$ cat src/rtl/regfile_pkg.sv
// Shared register-file constants and writeback source indices.
package regfile_pkg;

  localparam int unsigned REG_ADDR_W = 5;
  localparam int unsigned REG_DATA_W = 32;
  localparam int unsigned NUM_REGS   = 32;

  localparam int unsigned SRC_ALU    = 0;
  localparam int unsigned SRC_LOAD   = 1;
  localparam int unsigned SRC_MULDIV = 2;

endpackage

$ cat src/rtl/rr_arbiter.sv
// Round-robin arbiter: one-hot grant to the first requester after last_grant.
module rr_arbiter #(
  parameter  int unsigned N     = 3,
  localparam int unsigned IDX_W = (N > 1) ? $clog2(N) : 1
) (
  input  logic [N-1:0]     req,
  input  logic [IDX_W-1:0] last_grant,
  output logic [N-1:0]     grant
);

  int unsigned idx;

  always_comb begin
    grant = '0;
    idx   = 0;
    for (int unsigned k = 1; k <= N; k++) begin
      idx = (32'(last_grant) + k) % N;
      if (grant == '0 && req[IDX_W'(idx)]) grant[IDX_W'(idx)] = 1'b1;
    end
  end

endmodule

$ cat src/rtl/writeback_scheduler.sv
// Register-file write-port arbiter with per-register busy scoreboard for
// RAW/WAW hazard stalls at issue.
module writeback_scheduler
  import regfile_pkg::*;
#(
  parameter int unsigned NUM_SRC = 3,
  parameter int unsigned ADDR_W  = REG_ADDR_W,
  parameter int unsigned DATA_W  = REG_DATA_W
) (
  input  logic                      clk,
  input  logic                      reset,
  input  logic [NUM_SRC-1:0]        src_valid,
  output logic [NUM_SRC-1:0]        src_ready,
  input  logic [NUM_SRC*ADDR_W-1:0] src_addr,
  input  logic [NUM_SRC*DATA_W-1:0] src_data,
  input  logic                      issue_valid,
  input  logic [ADDR_W-1:0]         issue_rs,
  input  logic [ADDR_W-1:0]         issue_rt,
  input  logic [ADDR_W-1:0]         issue_rd,
  input  logic                      issue_has_rd,
  output logic                      issue_stall,
  output logic                      RegWrite,
  output logic [ADDR_W-1:0]         writead,
  output logic [DATA_W-1:0]         data_in,
  output logic [NUM_REGS-1:0]       busy_mask
);

  localparam int unsigned    IDX_W    = (NUM_SRC > 1) ? $clog2(NUM_SRC) : 1;
  localparam logic [IDX_W-1:0] LAST_RST = IDX_W'(NUM_SRC - 1);

  logic [IDX_W-1:0]    last_grant;
  logic [NUM_SRC-1:0]  arb_grant;
  logic                any_grant;
  logic [ADDR_W-1:0]   sel_addr;
  logic [DATA_W-1:0]   sel_data;
  logic [IDX_W-1:0]    sel_idx;
  logic                wb_valid_q;
  logic [NUM_REGS-1:0] busy_q;
  logic [NUM_REGS-1:0] busy_d;
  logic                set_en;

  rr_arbiter #(.N(NUM_SRC)) u_arb (
    .req        (src_valid),
    .last_grant (last_grant),
    .grant      (arb_grant)
  );

  assign src_ready = reset ? '0 : arb_grant;
  assign any_grant = |src_ready;

  // Mux the single granted source onto the write stage inputs.
  always_comb begin
    sel_addr = '0;
    sel_data = '0;
    sel_idx  = '0;
    for (int unsigned i = 0; i < NUM_SRC; i++) begin
      if (src_ready[i]) begin
        sel_addr = src_addr[i*ADDR_W +: ADDR_W];
        sel_data = src_data[i*DATA_W +: DATA_W];
        sel_idx  = IDX_W'(i);
      end
    end
  end

  assign issue_stall = ~reset & issue_valid &
                       (busy_q[issue_rs] | busy_q[issue_rt] | (issue_has_rd & busy_q[issue_rd]));
  assign set_en      = issue_valid & ~issue_stall & issue_has_rd & (issue_rd != '0);

  // Clear on the committing write, set on accepted issue; they never hit the same bit.
  always_comb begin
    busy_d = busy_q;
    if (wb_valid_q) busy_d[writead] = 1'b0;
    if (set_en)     busy_d[issue_rd] = 1'b1;
    busy_d[0] = 1'b0;
  end

  always_ff @(posedge clk) begin
    if (reset) begin
      wb_valid_q <= 1'b0;
      writead    <= '0;
      data_in    <= '0;
      busy_q     <= '0;
      last_grant <= LAST_RST;
    end else begin
      wb_valid_q <= any_grant && (sel_addr != '0);
      busy_q     <= busy_d;
      if (any_grant) begin
        writead    <= sel_addr;
        data_in    <= sel_data;
        last_grant <= sel_idx;
      end
    end
  end

  assign RegWrite  = wb_valid_q;
  assign busy_mask = busy_q;

endmodule

$ cat config.mk
export PLATFORM = sky130hd
export DESIGN_NAME = writeback_scheduler
export DESIGN_NICKNAME = d
export VERILOG_FILES = /design/src/rtl/regfile_pkg.sv /design/src/rtl/rr_arbiter.sv /design/src/rtl/writeback_scheduler.sv
export SDC_FILE = /design/constraint.sdc
export NUM_CORES = 1
export LEC_CHECK = 0
export CORE_ASPECT_RATIO = 0.6
export CORE_MARGIN = 2
export CORE_UTILIZATION = 40
export DETAILED_ROUTE_END_ITERATION = 8
export HOLD_SLACK_MARGIN = 0.12
export PLACE_DENSITY = 0.75
export SYNTH_ARGS = -nofsm -noshare
export SYNTH_HDL_FRONTEND = slang
export SYNTH_SLANG_ARGS = --single-unit
export TNS_END_PERCENT = 20
$ cat constraint.sdc
create_clock -name clk -period 3.65 [get_ports clk]
set_input_delay 0.9125 -clock clk [delete_from_list [all_inputs] [get_ports clk]]
set_output_delay 0.9125 -clock clk [all_outputs]
set_load 0.01 [all_outputs]
==> summary.txt <==
Largest fanout on the critical path - 5
Commonest non-fill, non-tap cell in the layout - clkdlybuf4s50_1
Most common cell on crit path - mux4_2
Via count - 5728
Syn_area_per_cell - 9.46 sq um
Synth cell types - 73
Worst slew margin - 34.5%
Highest clock rate - 0.276 GHz
Area Growth Syn to Fin - 60.8%
Nets - 911
GPL Wtd Cong - 1.06
Vias in the first global route - 5791
Site Rows - 31
Max incr delay on CP - 0.54 ns
Hold Vio Cnt, Final - 0
Area after DPL - 7520 sq um
Post-DP HPWL - 15.6 mm
Largest net degree at the start of global routing - 45
DR WL met3 - 1.83 mm
I/O Buffers - 205
# fillers - 944
CTS tree - built
Ant diodes - 0
Initial antenna violation count - 0
Leakage - 0.00298 uW
First-pass GRT wire length - 31.7 mm
Period utilization - 99.4%
Pwr Density - 733 nW/um^2
Hold EP - data_in[3]
Worst Hold Path Cells - 2
# H-tree levels - 3
Seq cells post-synth - 71
Crit-path cells - clkbuf_2, buf_6, mux4_2, mux2i_2, mux4_2, o211ai_4, a21oi_2, nor3b_2, buf_2
Drt drc - 0
Final setup skew - 0.0112 ns
RSZ-0062 raised after global routing - true
Clock Path Buffers - 2
Status - finished clean
Mapped Area - 4960 sq um
Critical path capture point type - output pin
Final min period - 3.63 ns
Req. time, crit path - 2.74 ns
Footprint of the multi-input gates - 3300 sq um
Total track usage - 30.4%
CTS Sinks - 71
R2r endpoint - data_in[19]
Total CTS buffers - 9
Primary FF master, synth - dfxtp_1
Post-synthesis sequential area ratio - 28.6%
CTS clk-pin slew, worst paths - 0.05 ns
Final setup fails - 0
Critical Path Start Type - input port
Reg2reg start - last_grant[0]
WL met2 - 9.35 mm
Wire length per cell - 21.7 um
Top sig layer - met4
R2R cell count - 14
FFs w/ async S/R, synth - 0%
Post-synth EDFFs - 0
DR iter-0 viols - 382
Clock Tree Root - clkbuf_16
Slowest CP cell - mux4_2
Pre-antenna DRT Iters - 5
Die H - 90.3 um
Placed cell count - 915
I/O Pins - 207
Peak VDD IR - 379 uV
Die width - 148 um
Kind of critical path - in2out
Min-Delay Path Class - reg2reg
Fin util - 66.0%
Mapped Cells - 525
Post-synthesis net count - 662
Die ar. - 13300 sq um
Metal-1 WL - 8.69 mm
Grt ovf - 0
Flop2flop setup slack - 0.31 ns
Final ANT Viol Nets - 0
Slew Limit Fails - 0
Most frequent cells in the layout - clkdlybuf4s50_1 (191), dfxtp_1 (71), buf_4 (69), nand2_1 (64), nor2_1 (43)
Layout cell share with drive strength beyond 1 - 27.5%
Core Area - 12100 sq um
Latest clock arrival within the worst-skew pair - 0.34 ns
Hold Startpoint - data_in[3]
WP data arrival - 2.71 ns
Non-filler cells, final - 943
Final Instance Area - 7990 sq um
Max Cap Viol - 0
Initial Util - 41.0%
Total area of sequential cells - 1420 sq um
Drt total wl - 20.4 mm
Via density - 6.07
Warnings, synthesis - 0
Least-Margin Pin Slew - 0.980 ns
-- flip-flops by register name (all words and copies together) (netlist names) --
signal and cells:
busy_mask 31, last_grant 2, data_in 32, writead 5
RegWrite 1
-- what timing repair did --
item                                    in CTS  in global routing
buffers inserted                             9                  4
pin swaps                                    6                 12
resized for setup                           40                 14
cloned                                       0                  0
endpoints found under the setup margin       4                 15
hold buffers                                 0                  0
-- area by class of cell --
type                       instances  area share [%]
clock buffer                      10            2.99
timing repair buffer             283            33.3
inverter                          12           0.627
sequential                        71            17.8
clock inverter                     5            1.33
tap                              165            2.59
multi-input combinational        397            41.4
-- metrics by stage --
| step | worst slack [ns] | total power, uW | hold slack (ns) | TNS (ns) |
|---|---|---|---|---|
| after floorplan | 0.0951 | 3370 | 0.470 | 0 |
| after global placement | -0.767 | 4570 | 0.487 | -6.69 |
| after detailed placement | -0.799 | 4680 | 0.495 | -10.07 |
| after CTS | -0.0801 | 5780 | 0.504 | -0.159 |
| after global routing | -0.0549 | 6180 | 0.519 | -0.0549 |
| final | 0.0227 | 5860 | 0.502 | 0 |
-- worst max path at each step --
stage,start,end,slack (ns)
after floorplan,issue_rs[2],issue_stall,0.1
after global placement,issue_rs[2],issue_stall,-0.77
after detailed placement,issue_rs[2],issue_stall,-0.80
after CTS,src_valid[1],src_ready[1],-0.08
after global routing,issue_rs[2],issue_stall,-0.05
final,issue_rs[0],issue_stall,0.02
-- worst max-delay path: cells and delay by family --
family	cells	cell delay, ns
mux	3	1.06
simple gates	1	0.06
buf+inv	3	0.46
compound gates	2	0.22
-- routing by layer --
metal | up-vias | track usage, %
met2 | 330 | 48.1
met1 | 2819 | 40.7
met4 | 0 | 11.0
met3 | 56 | 7.32
met5 | - | 0
li1 | 2523 | -
-- cells by family (layout without fill, tap and decap cells) --
family	Yosys count	in the layout	synth area share, %
and+or+nand+nor	201	201	21.0
AOI/OAI and AO/OA	152	152	29.4
DFF	71	71	28.6
buffers and inverters	57	310	6.12
muxes	38	38	13.5
adders and majority gates	4	4	1.01
other	1	1	0.0755
xor gates and xnor gates	1	1	0.176
-- report_power, final --
group	internal, uW	switching [uW]	total (uW)
sequential	950	175	1120
combinational	1720	1980	3700
clock	684	351	1030
-- synth_stat cells (all sizes together) (2+ instances only) --
cell type  instances  area share (%)
a211oi            32             7.2
a21o               4            0.60
a21oi             16             1.7
a221oi            30             7.8
a22oi              3            0.45
a31o               5            0.88
a32o              12             2.4
and3              10             1.3
buf               25             3.6
clkbuf            20             1.5
clkinv             2            0.25
dfxtp             71              29
ha                 4             1.0
inv               10            0.76
mux2               3            0.68
mux2i             12             2.4
mux4              23              10
nand2             66             5.2
nand2b             8             1.0
nand3             23             2.3
nand3b             5            0.76
nand4              2            0.25
nor2              44             3.3
nor2b              4            0.50
nor3               9             1.5
nor3b              6            0.91
nor4               3            0.81
o211a              2            0.40
o211ai            10             1.8
o21ai             19             2.5
o22ai              3            0.38
o311ai             2            0.35
o41ai              3            0.91
or2                6            0.76
or3                5            0.63
or3b               4            0.71
(Power assumes the default switching activity.)
